**config.mk**
```make
export PLATFORM = sky130hd
export DESIGN_NAME = led_pattern_gen_flat
export DESIGN_NICKNAME = d
export VERILOG_FILES = /design/src/rtl/led_pattern_gen_pkg.sv /design/src/rtl/led_pattern_gen_if.sv /design/src/rtl/led_pattern_gen_tick_gen.sv /design/src/rtl/led_pattern_gen.sv /design/src/flat_wrapper.sv
export SDC_FILE = /design/constraint.sdc
export NUM_CORES = 1
export LEC_CHECK = 0
export ABC_AREA = 0
export CAP_MARGIN = 20
export CORE_MARGIN = 1.5
export CORE_UTILIZATION = 38
export DETAILED_ROUTE_END_ITERATION = 10
export SLEW_MARGIN = 0
export SYNTH_ARGS = -nofsm -noshare
export SYNTH_HDL_FRONTEND = slang
export SYNTH_SLANG_ARGS = --single-unit
```
**constraint.sdc**
```tcl
create_clock -name clk -period 2.8 [get_ports clk]
set_clock_uncertainty 0.15 [all_clocks]
set_input_delay 0.56 -clock clk [delete_from_list [all_inputs] [get_ports clk]]
set_output_delay 0.56 -clock clk [all_outputs]
set_load 0.005 [all_outputs]
```
**src/rtl/led_pattern_gen_pkg.sv**
```systemverilog
// Shared types and helpers for the LED pattern generator: mode/dir encodings
// and the per-mode seed, evaluated bit by bit so it works for any WIDTH.
package led_pattern_pkg;

  typedef enum logic [2:0] {
    ROT_R  = 3'b000,
    CNT_UP = 3'b001,
    FILL   = 3'b010,
    BOUNCE = 3'b011,
    CNT_DN = 3'b100,
    HOLD   = 3'b101
  } mode_e;

  typedef enum logic {
    DIR_LEFT  = 1'b0,
    DIR_RIGHT = 1'b1
  } dir_e;

  // HOLD and the two reserved codes are the only non-stepping modes
  function automatic logic mode_active(logic [2:0] m);
    return (m < 3'd5);
  endfunction

  function automatic logic seed_bit(logic [2:0] m, int unsigned width, int unsigned idx);
    case (m)
      ROT_R:   return (idx == width - 1);
      BOUNCE:  return (idx == 0);
      CNT_DN:  return 1'b1;
      default: return 1'b0;
    endcase
  endfunction

endpackage

```
**src/rtl/led_pattern_gen_if.sv**
```systemverilog
// Control/status bundle between the switch logic, the pattern generator and the LED pins.
interface led_pattern_gen_if #(parameter int WIDTH = 8);
  logic             en;
  logic [2:0]       mode;
  logic [WIDTH-1:0] led;
  logic             wrap;

  modport master (output en, mode, input led, wrap);
  modport slave  (input en, mode, output led, wrap);
endinterface

```
**src/rtl/led_pattern_gen_tick_gen.sv**
```systemverilog
// Step prescaler: counts 0..DIV-1 on enabled cycles and flags the last count.
module tick_gen #(
  parameter int DIV = 1
) (
  input  logic clk,
  input  logic reset_n,
  input  logic en,
  input  logic clr,
  output logic tick
);
  localparam int            PW   = (DIV > 1) ? $clog2(DIV) : 1;
  localparam logic [PW-1:0] LAST = PW'(DIV - 1);

  logic [PW-1:0] r_cnt;

  assign tick = en && (r_cnt == LAST);

  always_ff @(posedge clk or negedge reset_n) begin
    if (!reset_n)  r_cnt <= '0;
    else if (clr)  r_cnt <= '0;
    else if (en)   r_cnt <= tick ? '0 : r_cnt + 1'b1;
  end
endmodule

```
**src/rtl/led_pattern_gen.sv**
```systemverilog
// Multi-mode LED pattern generator: mode register, bounce direction, per-mode
// next-pattern logic and the registered end-of-period wrap pulse.
module led_pattern_gen
  import led_pattern_pkg::*;
#(
  parameter int WIDTH = 8,
  parameter int DIV   = 1
) (
  input logic              clk,
  input logic              reset_n,
  led_pattern_gen_if.slave bus
);
  localparam logic [WIDTH-1:0] ONE = {{(WIDTH-1){1'b0}}, 1'b1};
  localparam logic [WIDTH-1:0] MSB = {1'b1, {(WIDTH-1){1'b0}}};

  logic [2:0]       r_mode_q;
  logic [WIDTH-1:0] r_led, w_led_nxt, w_seed;
  dir_e             r_dir, w_dir_nxt;
  logic             r_wrap, w_wrap_nxt;
  logic             w_chg, w_tick, w_step;

  assign w_chg  = (bus.mode != r_mode_q);
  // a mode change wins over a prescaler tick on the same edge
  assign w_step = w_tick && !w_chg;

  tick_gen #(.DIV(DIV)) u_tick (
    .clk     (clk),
    .reset_n (reset_n),
    .en      (bus.en && mode_active(r_mode_q)),
    .clr     (w_chg),
    .tick    (w_tick)
  );

  for (genvar i = 0; i < WIDTH; i++) begin : g_seed
    assign w_seed[i] = seed_bit(bus.mode, WIDTH, i);
  end

  always_comb begin
    w_led_nxt  = r_led;
    w_dir_nxt  = r_dir;
    w_wrap_nxt = 1'b0;
    case (r_mode_q)
      ROT_R: begin
        if (r_led[0]) begin w_led_nxt = MSB; w_wrap_nxt = 1'b1; end
        else            w_led_nxt = r_led >> 1;
      end
      CNT_UP: begin
        w_led_nxt  = r_led + 1'b1;
        w_wrap_nxt = &r_led;
      end
      FILL: begin
        if (r_led[0]) begin w_led_nxt = '0; w_wrap_nxt = 1'b1; end
        else            w_led_nxt = {1'b1, r_led[WIDTH-1:1]};
      end
      BOUNCE: begin
        if (r_dir == DIR_LEFT) begin
          if (r_led[WIDTH-1]) begin w_led_nxt = r_led >> 1; w_dir_nxt = DIR_RIGHT; end
          else                  w_led_nxt = r_led << 1;
        end else begin
          if (r_led[0]) begin
            w_led_nxt  = r_led << 1;
            w_dir_nxt  = DIR_LEFT;
            w_wrap_nxt = 1'b1;
          end else begin
            w_led_nxt = r_led >> 1;
          end
        end
      end
      CNT_DN: begin
        w_led_nxt  = r_led - 1'b1;
        w_wrap_nxt = ~|r_led;
      end
      default: ;
    endcase
  end

  always_ff @(posedge clk or negedge reset_n) begin
    if (!reset_n) begin
      r_led    <= ONE;
      r_mode_q <= ROT_R;
      r_dir    <= DIR_LEFT;
      r_wrap   <= 1'b0;
    end else if (w_chg) begin
      r_mode_q <= bus.mode;
      if (mode_active(bus.mode)) r_led <= w_seed;
      r_dir    <= DIR_LEFT;
      r_wrap   <= 1'b0;
    end else begin
      r_wrap <= w_step && w_wrap_nxt;
      if (w_step) begin
        r_led <= w_led_nxt;
        r_dir <= w_dir_nxt;
      end
    end
  end

  assign bus.led  = r_led;
  assign bus.wrap = r_wrap;
endmodule

```
**src/flat_wrapper.sv**
```systemverilog
// flat-port wrapper written by rule: the top's interface ports become plain ports
module led_pattern_gen_flat import led_pattern_pkg::*;
#(
  parameter int WIDTH = 8,
  parameter int DIV   = 1
)
  (clk, reset_n, bus_en, bus_mode, bus_led, bus_wrap);
  led_pattern_gen_if #(.WIDTH(WIDTH)) bus_i ();
  input logic clk;
  input logic reset_n;
  input wire logic [$bits(bus_i.en)-1:0] bus_en;
  input wire logic [$bits(bus_i.mode)-1:0] bus_mode;
  output wire logic [$bits(bus_i.led)-1:0] bus_led;
  output wire logic [$bits(bus_i.wrap)-1:0] bus_wrap;
  assign bus_i.en = bus_en;
  assign bus_i.mode = bus_mode;
  assign bus_led = bus_i.led;
  assign bus_wrap = bus_i.wrap;
  led_pattern_gen #(.WIDTH(WIDTH), .DIV(DIV)) u_core (.clk(clk), .reset_n(reset_n), .bus(bus_i));
endmodule
```
Word level (Yosys, flattened, before mapping). Index checks and enable logic that the tools add are counted. Widths: inputs -> output; s select.

Register bits: 14. Output and inout bits: 9.

Add/subtract/negate cells: 3. $lt $le $gt $ge: 2. Equality and inequality tests: 8. Mux-type cells: 25. Bitwise logic cells: 1. Reductions and logical operators: 19.

Operator list (number): $mux 8 (8); $pmux 8 s5 (1); $mux 1 (15); $eq 3x2->1 const B (3); $add 8x1->8 const B (1); $reduce_and 8->1 (1); $reduce_or 8->1 (1); $sub 8x1->8 const B (1); $eq 3x3->1 const B (2); $logic_not 3->1 (2); $lt 3x3->1 const B (2); $reduce_bool 2->1 (3); $reduce_bool 6->1 (1); $reduce_or 2->1 (3); $logic_and 1x1->1 (4); $pmux 1 s4 (1); $eq 3x1->1 const B (1); $ne 3x3->1 (1); $reduce_and 3->1 (1); $logic_not 1->1 (2); $ne 2x2->1 const B (1); $reduce_and 2->1 (1); $add 1x1->1 const B (1); $not 1->1 (1).

Longest topological paths before layout.
Depth in word-level cells: 6. Depth in mapped cells: 11. Mapped depth without buffers: 9.

Hierarchy. From an unflattened synthesis, not the netlist that was laid out.

Cell total of the unflattened synthesis: 189. Area, all modules: 1461.4 sq um.

Modules (own cells, without submodules): led_pattern_gen (times used 1, cells an instance 186, area each 1415.1 sq um, sequential area each 326.6 sq um); tick_gen (times used 1, cells an instance 3, area each 46.3 sq um, sequential area each 25.0 sq um).

Least setup slack after synthesis. OpenSTA, ideal clock, no wires.

Path kind: register to register. Start: register u_core.r_mode_q[1]. End: register u_core.r_led[7], in the netlist u_core.bus.led[7]. Data arrival time: 2.289 ns. Required time: 2.568 ns. Slack: 0.280 ns. Stages on the path, launching flop included: 11. Buffers on the path: 2. Period minus slack after synthesis: 2.520 ns. Cell sequence: dfrtp_1 -> buf_2 -> nor3b_2 -> buf_6 -> ha_1 -> and4_1 -> nor3_4 -> a211oi_2 -> o21a_1 -> or3_1 -> a31oi_1.

Longest elaborated chain between the ends: 6. Elaborated cells between the ends (all ways): 18. Those cells by class: order compare (1); eq/ne (6); mux (3); reduce/logical (8).

RTL lines: start, declared (line led_pattern_gen.sv:16) `logic [2:0] r_mode_q;`; start signal, assigned (line led_pattern_gen.sv:84) `r_mode_q <= bus.mode;`; $lt 3x3->1 (line led_pattern_gen_pkg.sv:21) `return (m < 3'd5);`; $logic_and 1x1->1 (line led_pattern_gen.sv:29) `.en (bus.en && mode_active(r_mode_q)),`; $logic_and 1x1->1 (line led_pattern_gen_tick_gen.sv:16) `assign tick = en && (r_cnt == LAST);`; $logic_and 1x1->1 (line led_pattern_gen.sv:24) `assign w_step = w_tick && !w_chg;`; $reduce_bool 2->1 (no line); $reduce_and 3->1 (no line); end signal, assigned (line led_pattern_gen.sv:85) `if (mode_active(bus.mode)) r_led <= w_seed;`; end signal, assigned (line led_pattern_gen.sv:91) `r_led <= w_led_nxt;`; end, declared (line led_pattern_gen.sv:17) `logic [WIDTH-1:0] r_led, w_led_nxt, w_seed;`.

Several ways; a longest one is shown, not always the timed one. The select of a mux whose other input is x is not followed. A chain may end at the register's enable or synchronous reset.

Final worst setup path.
Start: register u_core.r_mode_q[0]. End: register u_core.r_led[7], in the netlist u_core.bus.led[7].

Same word-level chain as after synthesis.

==> results_dict.tcl <==
set metrics [dict create \
    overflow 0 \
    cts_max_level 1 \
    peakVddDrop_mv 0.314 \
    async_reset_ff_share_pct 100 \
    diodes 0 \
    synth_flop_cell "dfrtp_1" \
    die_width_um 62.9 \
    power.leakage_uw 0.000634 \
    rsz0062_at_grt "no" \
    final_cell_mix "14 x a21oi_1, 14 x clkdlybuf4s50_1, 13 x dfrtp_1" \
    synthTopCellsByArea "dfrtp_1 24%, a21oi_1 5.1%, ha_1 3.7%, xnor2_2 3.6%, nand2_1 3.3%" \
    worstSetupPathType "register to register" \
    use_met3_pct 5.05 \
    ys_warn_count 0 \
    via_per_inst 6.34 \
    ys_seq_elements 14 \
    ios 15 \
    seqPwrFrac_pct 38.4 \
    p_sw_share_pct 38.7 \
    drt_wl_total_um 4010 \
    worst_slew_pin_slew_ns 0.677 \
    worstRegToRegCells 8 \
    ctsHoldBuffers 0 \
    rows 21 \
    yosysSeqAreaShare_pct 25.8 \
    wire_per_inst_um 17.9 \
    finalSetupTns_ns 0 \
    vias 1420 \
    netlist.area_leader.share_pct 23.9 \
    final_area_um2 1620 \
    critPathLaunchType "register" \
    post-route-drc-count 0 \
    nets 189 \
    dieHeight_um 62.9 \
    synth_edf_count 0 \
    ctsResizeCount 0 \
    post_dp_cell_area_um2 1580 \
    min_path_type "register to register" \
    numCtsBuffers 3 \
    critPathMaxFanout 4 \
    clkPwrFrac_pct 20.9 \
    synth_area_um2 1360 \
    timing.hold.ws_ns 0.414 \
    period_share_pct 89.6 \
    clock_path_buffers 2 \
    grt_use_total_pct 21.0 \
    crit_arrival_ns 2.58 \
    use_met2_pct 30.7 \
    internal_power_uw 446 \
    rrSetupSlack_ns 0.29 \
    place.gp.congestion 0.889 \
    avgSynthCellArea_um2 8.36 \
    combPwrFrac_pct 40.7 \
    cts_tree "built" \
    slowest_delay_ns 0.43 \
    dp_hpwl_um 2930 \
    finalSetupViolCount 0 \
    yosysTopAreaCell "dfrtp_1" \
    cts.sinks 14 \
    root_buffer "clkbuf_4" \
    grt_max_degree 16 \
    status "completed" \
    path_clk_slew_ns 0.09 \
    antenna_found_initial 0 \
    busiest_layer "met2" \
    placed_cells 220 \
    finalHoldViolations 0 \
    cp.required_ns 2.87 \
    crit_chain "nor3b_2 -> ha_1 -> and4_1 -> nor3_4 -> a211oi_2 -> o21a_1 -> or3_1 -> a31oi_1" \
    core-area_um2 3390 \
    power_density_nw_per_um2 450 \
    syn_inst 163 \
    p_sw_uw 281 \
    maxCapViolations 0 \
    postCtsSetupRepairBufs 0 \
    period_minus_slack_ns 2.51 \
    port_buffers 14 \
    dr.pass1.iters 5 \
    post_synth_num_cell_types 57 \
    critPathCaptureType "register" \
    drv_slew 0 \
    grt_pass1_wl_um 6560 \
    maxSlewHeadroom_pct 54.7 \
    dieArea_um2 3950 \
    hold_depth 1 \
    ant_nets 0 \
    synthesis.nets 173 \
    initial_core_util_pct 40.2 \
    grt_pass1_vias 1310 \
    crit_slowest_cell "nor3b_2" \
    drive_gt1_share_pct 15.2 \
    area_delta_synth_final_pct 18.5 \
    fin_cells 224 \
    max_freq_mhz 399 \
    clock_latency_ns 0.29 \
    use_met1_pct 29.2 \
    drt_iter0_drc 111 \
]
==> metrics by stage <==
step / setup WS (ns) / utilization, % / total power (µW)
2_1_floorplan: 0.280 / - / 457
3_3_place_gp: 0.250 / 46.6 / 570
3_5_place_dp: 0.170 / 46.6 / 573
4_1_cts: 0.287 / 47.7 / 722
5_1_grt: 0.176 / 47.7 / 766
6_report: 0.291 / 47.7 / 727
==> worst max-delay path: cells and delay by family (launching register included) <==
kind | cells | cell delay, ns
flip-flops | 1 | 0.40
adder cells (fa/ha/maj) | 1 | 0.33
AND/OR/NAND/NOR | 4 | 1.13
AO/OA/AOI/OAI | 3 | 0.43
==> kinds of logic after synthesis <==
group                      after synthesis  share of synthesized area [%]
AOI/OAI and AO/OA                       66                           34.7
and+or+nand+nor                         51                           22.2
buffers and inverters                   19                           6.06
DFF                                     14                           25.8
xor gates and xnor gates                 8                           6.80
adders and majority gates                4                           3.67
muxes                                    1                          0.735
==> cells in the mapped netlist (3+ instances only) <==
cell,instances
ha_1,4
a221oi_1,3
o21ai_1,5
o22ai_1,7
o21ai_0,6
nand2_1,12
nand2b_1,5
o22a_1,5
a21oi_1,14
a31oi_1,5
nor2_1,10
a211oi_1,3
and3_1,3
clkbuf_1,8
inv_1,4
nor4_1,3
xnor2_1,3
xnor2_2,3
dfrtp_1,13
buf_2,3
==> routing by layer <==
metal,routed length (µm),vias up
li1,-,658
met5,0,-
met2,1770,75
met3,361,14
met4,144,0
met1,1730,673
==> worst paths after layout <==
| check | start | end |
|---|---|---|
| max | u_core.r_mode_q[0] | u_core.bus.led[7] |
| min | u_core.u_tick.r_cnt | u_core.u_tick.r_cnt |
| max reg2reg | u_core.r_mode_q[0] | u_core.bus.led[7] |
| min reg2reg | u_core.u_tick.r_cnt | u_core.u_tick.r_cnt |
| max in group asynchronous | reset_n | u_core.bus.led[4] |
| min in group asynchronous | reset_n | u_core.u_tick.r_cnt |
==> cell type report <==
cell class / instances / area, µm²
multi-input cells: 130 / 928
fillers: 318 / 1770
flip-flops and latches: 14 / 352
well taps: 46 / 57.6
clock buffers: 4 / 36.3
repair buffers: 25 / 223
inverters: 5 / 18.8
==> state kept, by name, summed over array words and instances, names as in the netlist <==
| register | cells |
|---|---|
| u_core.u_tick.r_cnt | 1 |
| u_core.bus.wrap | 1 |
| u_core.bus.led | 8 |
| u_core.r_mode_q | 3 |
| u_core.r_dir | 1 |
==> power by group through the flow <==
stage	combinational (µW)	clock, µW	sequential [µW]
final	295	152	279
after global routing	324	159	283
after CTS	294	152	277
after detailed placement	292	0	280
after global placement	291	0	279
after floorplan	206	0	252
Note: power is estimated with default switching activity, not from simulation.
